**src/rtl/rv32i_cpu.sv**
```systemverilog
// Single-cycle RV32I core with RV32M MUL: fetch, decode, execute, memory access and
// writeback all complete in one clock, so every rising edge retires one instruction.
module rv32i_cpu #(
  parameter logic [31:0] RESET_PC = 32'h0000_0000
) (
  input  logic        clk,
  input  logic        reset,
  output logic        instr_read,
  output logic [31:0] instr_addr,
  input  logic [31:0] instr_out,
  output logic        data_read,
  output logic        data_write,
  output logic [31:0] data_addr,
  output logic [31:0] data_in,
  input  logic [31:0] data_out
);

  localparam logic [6:0] OP_LUI    = 7'b0110111;
  localparam logic [6:0] OP_AUIPC  = 7'b0010111;
  localparam logic [6:0] OP_JAL    = 7'b1101111;
  localparam logic [6:0] OP_JALR   = 7'b1100111;
  localparam logic [6:0] OP_BRANCH = 7'b1100011;
  localparam logic [6:0] OP_LOAD   = 7'b0000011;
  localparam logic [6:0] OP_STORE  = 7'b0100011;
  localparam logic [6:0] OP_IMM    = 7'b0010011;
  localparam logic [6:0] OP_REG    = 7'b0110011;

  logic [31:0] pc_r;
  logic [31:0] regs_r [0:31];

  logic [6:0]  opcode_s, funct7_s;
  logic [4:0]  rd_s, rs1_s, rs2_s;
  logic [2:0]  funct3_s, alu_f3_s;
  logic [31:0] imm_i_s, imm_s_s, imm_b_s, imm_u_s, imm_j_s;
  logic [31:0] rs1_val_s, rs2_val_s, pc_plus4_s;
  logic [31:0] alu_b_s, alu_res_s, load_shift_s, wr_data_s, next_pc_s;
  logic        alu_alt_s, branch_s, wr_en_s, load_s, store_s;

  function automatic logic [31:0] alu_fn(input logic [31:0] a, input logic [31:0] b,
                                         input logic [2:0] f3, input logic alt);
    logic [31:0] r;
    case (f3)
      3'b000:  r = alt ? (a - b) : (a + b);
      3'b001:  r = a << b[4:0];
      3'b010:  r = {31'd0, $signed(a) < $signed(b)};
      3'b011:  r = {31'd0, a < b};
      3'b100:  r = a ^ b;
      3'b101: begin
        if (alt) r = $signed(a) >>> b[4:0];
        else     r = a >> b[4:0];
      end
      3'b110:  r = a | b;
      3'b111:  r = a & b;
      default: r = 32'd0;
    endcase
    return r;
  endfunction

  assign opcode_s   = instr_out[6:0];
  assign rd_s       = instr_out[11:7];
  assign funct3_s   = instr_out[14:12];
  assign rs1_s      = instr_out[19:15];
  assign rs2_s      = instr_out[24:20];
  assign funct7_s   = instr_out[31:25];
  assign imm_i_s    = {{20{instr_out[31]}}, instr_out[31:20]};
  assign imm_s_s    = {{20{instr_out[31]}}, instr_out[31:25], instr_out[11:7]};
  assign imm_b_s    = {{19{instr_out[31]}}, instr_out[31], instr_out[7], instr_out[30:25],
                       instr_out[11:8], 1'b0};
  assign imm_u_s    = {instr_out[31:12], 12'd0};
  assign imm_j_s    = {{11{instr_out[31]}}, instr_out[31], instr_out[19:12], instr_out[20],
                       instr_out[30:21], 1'b0};
  // x0 is cleared at reset and never written, so it always reads zero
  assign rs1_val_s  = regs_r[rs1_s];
  assign rs2_val_s  = regs_r[rs2_s];
  assign pc_plus4_s = pc_r + 32'd4;

  // ALU operand/operation select; loads, stores and others use the adder for addresses
  always_comb begin
    alu_b_s   = imm_i_s;
    alu_f3_s  = 3'b000;
    alu_alt_s = 1'b0;
    case (opcode_s)
      OP_REG: begin
        alu_b_s   = rs2_val_s;
        alu_f3_s  = funct3_s;
        alu_alt_s = funct7_s[5];
      end
      OP_IMM: begin
        alu_f3_s  = funct3_s;
        alu_alt_s = (funct3_s == 3'b101) & funct7_s[5];
      end
      OP_STORE: alu_b_s = imm_s_s;
      default:  alu_b_s = imm_i_s;
    endcase
  end

  assign alu_res_s    = alu_fn(rs1_val_s, alu_b_s, alu_f3_s, alu_alt_s);
  assign load_shift_s = data_out >> {alu_res_s[1:0], 3'b000};

  // Branch condition evaluation
  always_comb begin
    case (funct3_s)
      3'b000:  branch_s = (rs1_val_s == rs2_val_s);
      3'b001:  branch_s = (rs1_val_s != rs2_val_s);
      3'b100:  branch_s = ($signed(rs1_val_s) < $signed(rs2_val_s));
      3'b101:  branch_s = ($signed(rs1_val_s) >= $signed(rs2_val_s));
      3'b110:  branch_s = (rs1_val_s < rs2_val_s);
      3'b111:  branch_s = (rs1_val_s >= rs2_val_s);
      default: branch_s = 1'b0;
    endcase
  end

  // Instruction control: writeback value, next PC and memory strobes
  always_comb begin
    next_pc_s = pc_plus4_s;
    wr_en_s   = 1'b0;
    wr_data_s = alu_res_s;
    load_s    = 1'b0;
    store_s   = 1'b0;
    case (opcode_s)
      OP_LUI:   begin wr_en_s = 1'b1; wr_data_s = imm_u_s; end
      OP_AUIPC: begin wr_en_s = 1'b1; wr_data_s = pc_r + imm_u_s; end
      OP_JAL: begin
        wr_en_s   = 1'b1;
        wr_data_s = pc_plus4_s;
        next_pc_s = pc_r + imm_j_s;
      end
      OP_JALR: begin
        wr_en_s   = 1'b1;
        wr_data_s = pc_plus4_s;
        next_pc_s = alu_res_s & 32'hFFFF_FFFE;
      end
      OP_BRANCH: begin
        if (branch_s) next_pc_s = pc_r + imm_b_s;
        else          next_pc_s = pc_plus4_s;
      end
      OP_LOAD: begin
        load_s  = 1'b1;
        wr_en_s = 1'b1;
        case (funct3_s)
          3'b000:  wr_data_s = {{24{load_shift_s[7]}}, load_shift_s[7:0]};
          3'b001:  wr_data_s = {{16{load_shift_s[15]}}, load_shift_s[15:0]};
          3'b010:  wr_data_s = data_out;
          3'b100:  wr_data_s = {24'd0, load_shift_s[7:0]};
          3'b101:  wr_data_s = {16'd0, load_shift_s[15:0]};
          default: begin load_s = 1'b0; wr_en_s = 1'b0; end
        endcase
      end
      OP_STORE: begin
        if (funct3_s <= 3'b010) store_s = 1'b1;
        else                    store_s = 1'b0;
      end
      OP_IMM: wr_en_s = 1'b1;
      OP_REG: begin
        if (funct7_s == 7'b0000001) begin
          wr_en_s   = (funct3_s == 3'b000);
          wr_data_s = rs1_val_s * rs2_val_s;
        end else if ((funct7_s == 7'b0000000) || (funct7_s == 7'b0100000)) begin
          wr_en_s = 1'b1;
        end else begin
          wr_en_s = 1'b0;
        end
      end
      default: wr_en_s = 1'b0;
    endcase
  end

  // Architectural state: PC and register file
  always_ff @(posedge clk or posedge reset) begin
    if (reset) begin
      pc_r <= RESET_PC;
      for (int i = 0; i < 32; i++) regs_r[i] <= 32'd0;
    end else begin
      pc_r <= next_pc_s;
      if (wr_en_s && (rd_s != 5'd0)) regs_r[rd_s] <= wr_data_s;
    end
  end

  assign instr_read = ~reset;
  assign instr_addr = reset ? RESET_PC : pc_r;
  assign data_read  = ~reset & load_s;
  assign data_write = ~reset & store_s;
  assign data_addr  = reset ? 32'd0 : alu_res_s;
  assign data_in    = reset ? 32'd0 : rs2_val_s;

endmodule

```
**config.mk**
```make
export PLATFORM = sky130hd
export DESIGN_NAME = rv32i_cpu
export DESIGN_NICKNAME = d
export VERILOG_FILES = /design/src/rtl/rv32i_cpu.sv
export SDC_FILE = /design/constraint.sdc
export NUM_CORES = 2
export LEC_CHECK = 0
export BUFFER_PORTS_ARGS = -buffer_cell sky130_fd_sc_hd__buf_2
export CAP_MARGIN = 20
export CORE_ASPECT_RATIO = 0.8
export CORE_MARGIN = 4
export CORE_UTILIZATION = 40
export DETAILED_ROUTE_END_ITERATION = 7
export GPL_TIMING_DRIVEN = 0
export PLACE_DENSITY = 0.51
export REMOVE_ABC_BUFFERS = 1
export SYNTH_ARGS = -nofsm -noshare
export SYNTH_HDL_FRONTEND = slang
export SYNTH_SLANG_ARGS = --single-unit
```
**constraint.sdc**
```tcl
create_clock -name clk -period 64 [get_ports clk]
set_clock_uncertainty 0.1 [all_clocks]
set_input_delay 9.6 -clock clk [delete_from_list [all_inputs] [get_ports clk]]
set_output_delay 9.6 -clock clk [all_outputs]
set_load 0.03 [all_outputs]
```
==> reports/qor.csv <==
metric,value,unit
ioPinCount,165,
holdWs,0.298,ns
ir_drop,22.3,uV
layout_commonest_cell,dfrtp_1,
synth-seq-cells,1055,
slew_headroom,1.36,%
finalHoldViolCount,0,
antenna_found_initial,41,
path_class,in2out,
fin_crit_sh,46.7,%
numCtsBuffers,113,
worst_hold_path_type,reg2reg,
syn_avg_cell_area,9.35,um^2
dieArea,0.232,mm^2
synth_edf_count,0,
coreArea,0.223,mm^2
synth_area_leader_cell,dfrtp_1,
dp.cells,12200,
worstSetupEndpointType,primary output,
die_x,537,um
firstDrtPassIters,8,
cp_max_fo,85,
run_status,completed,
yosys_warnings,0,
detailed_place_hpwl,306000,um
numPortBuffers,163,
grt.overflow.total,0,
gp_congestion,1.00,
syn_inst,9582,
startpoint_type,input pin,
die_h,431,um
clkTransAtPathRegs,0.06,ns
clock_latency,0.78,ns
pwr_density_cell,23.5,mW/mm^2
ant_nets,0,
finalSetupViolCount,0,
cts_resized,0,
drc,0,
final_nets,10100,
cts_tree,done,
clock_path_buffers,3,
layoutNonFillerInstCount,12400,
synth_flop_cell,dfrtp_1,
num_rows,155,
fin_setup_tns,0,ns
grt_util_all_layers,35.8,%
vias_per_cell,6.53,
synth.distinct_cells,103,
cts_sinks,1055,
p_leak,44.5,nW
tightest_slew,1.48,ns
mostFrequentLayoutCells,"dfrtp_1 (1055), nand2_1 (941), nor2_1 (859)",
power,2.37,mW
critPathRequiredTime,54.30,ns
maxCapViolCount,0,
start_util,40.2,%
postCtsSetupBuffers,0,
finalMaxSlewViolations,0,
root_buffer,clkbuf_16,
fmax,33.5,MHz
min_period,29.87,ns
synthTopCellsByArea,"dfrtp_1 (29%), fa_1 (9.2%), mux2i_1 (8.5%)",
drive_gt1_share,15.6,%
area_growth,12.7,%
netlist.area_leader.share,29.5,%
wl_per_cell,34.3,um
grt_pass1_wl,598000,um
drt_iter0_drc,11300,
grt_pass1_vias,77200,
critPathArrivalTime,20.17,ns
synth_area,0.0895,mm^2
ys_seq_area_share,29.5,%
grt_max_degree,124,
cts_hold_buf,0,
synth-async-reset-ratio,100,%
htree_levels,3,
grt_setup_unrepaired,no,
wl,424000,um
num_vias,80900,
==> flip-flops by register name, indices dropped and copies added (netlist names) <==
signal,cells
pc_r,31
regs_r,1024
==> worst paths after layout <==
check / from / endpoint / slack, ns / cells past startpoint
max in group asynchronous: reset / regs_r[712]$_DFFE_PP0P_ / 51.59 / 7
hold / removal: regs_r[1002]$_DFFE_PP0P_ / regs_r[1002]$_DFFE_PP0P_ / 0.30 / 0
min in group asynchronous: reset / regs_r[878]$_DFFE_PP0P_ / 9.50 / 3
setup reg to reg: regs_r[647]$_DFFE_PP0P_ / regs_r[540]$_DFFE_PP0P_ / 50.81 / 36
setup / recovery: instr_out[17] / data_addr[25] / 34.13 / 24
hold reg to reg: regs_r[1002]$_DFFE_PP0P_ / regs_r[1002]$_DFFE_PP0P_ / 0.30 / 0
==> cell families (layout without fill, tap and decap cells) <==
group / after synthesis / after routing / synth area share (%)
xor+xnor: 210 / 210 / 2.07
flops: 1055 / 1055 / 29.5
other cells: 1 / 20 / 0.00419
compound gates: 2350 / 2350 / 16.7
buf+inv: 1466 / 1268 / 6.98
simple gates: 2460 / 2460 / 11.7
fa+ha+maj: 736 / 736 / 13.7
mux: 1304 / 1304 / 19.3
==> critical path: stages <==
cell and delay [ns]:
buf_8 0.36, buf_16 0.42, buf_16 0.43, buf_16 0.44, mux2i_1 0.27, a22oi_1 0.10, nand3_1 0.15, o21ai_0 0.16
nor2_4 0.72, clkinv_1 1.23, ha_1 0.79, o21a_1 0.17, o21a_1 0.13, a31oi_1 0.23, o41ai_1 1.15, a211oi_1 0.36
o31ai_1 0.49, a21oi_1 0.23, o32ai_1 0.36, xnor2_1 0.23, a22oi_2 0.85, buf_16 0.25, and2_1 0.27, buf_2 0.25
==> routing by layer <==
| layer | vias to the layer above | GRT usage [%] | share of wire, % |
|---|---|---|---|
| met3 | 1017 | 11.0 | 12 |
| met1 | 41200 | 51.6 | 42 |
| met4 | 30 | 16.5 | 5.6 |
| met2 | 5127 | 48.6 | 40 |
| li1 | 33500 | - | - |
| met5 | - | 0 | 0.046 |
==> cell usage after synthesis, types with 55 or more instances <==
library cell	instances
xnor2_1	149
inv_1	591
fa_1	413
buf_1	63
nor3_1	76
buf_2	134
a31oi_1	185
ha_1	323
dfrtp_1	1055
mux2i_1	756
o31ai_1	152
nand3_1	154
buf_4	61
clkbuf_1	545
o21ai_0	651
a22oi_1	213
mux4_2	312
and3_1	84
a221oi_1	55
a21oi_1	431
a211oi_1	84
xor2_1	60
nor2_1	915
nand2_1	974
o22ai_1	124
mux2_2	236
a21o_1	74
==> power by group <==
part	internal, mW	switching [mW]
sequential	0.710	0.0513
combinational	0.310	0.596
clock	0.396	0.306
total	1.42	0.953
==> final cells by class <==
class	count	area (um^2)
diodes	19	47.5
clock buffers	165	3270
clock inverters	43	603
fillers	21200	122000
inverters	612	2310
multi-input cells	7061	58200
flip-flops and latches	1055	26400
well taps	2983	3730
repair buffers	448	6320
==> through the flow <==
stage                     util [%]  cell area [um^2]  setup WS (ns)
final                         45.3            101000          34.13
after global routing          45.3            101000          34.35
after CTS                     45.2            101000          34.67
after detailed placement      43.5             96900          34.71
after global placement        40.5             90100           8.07
after floorplan                  -             85600          20.79
No activity file was read; power rests on OpenSTA's default activity.
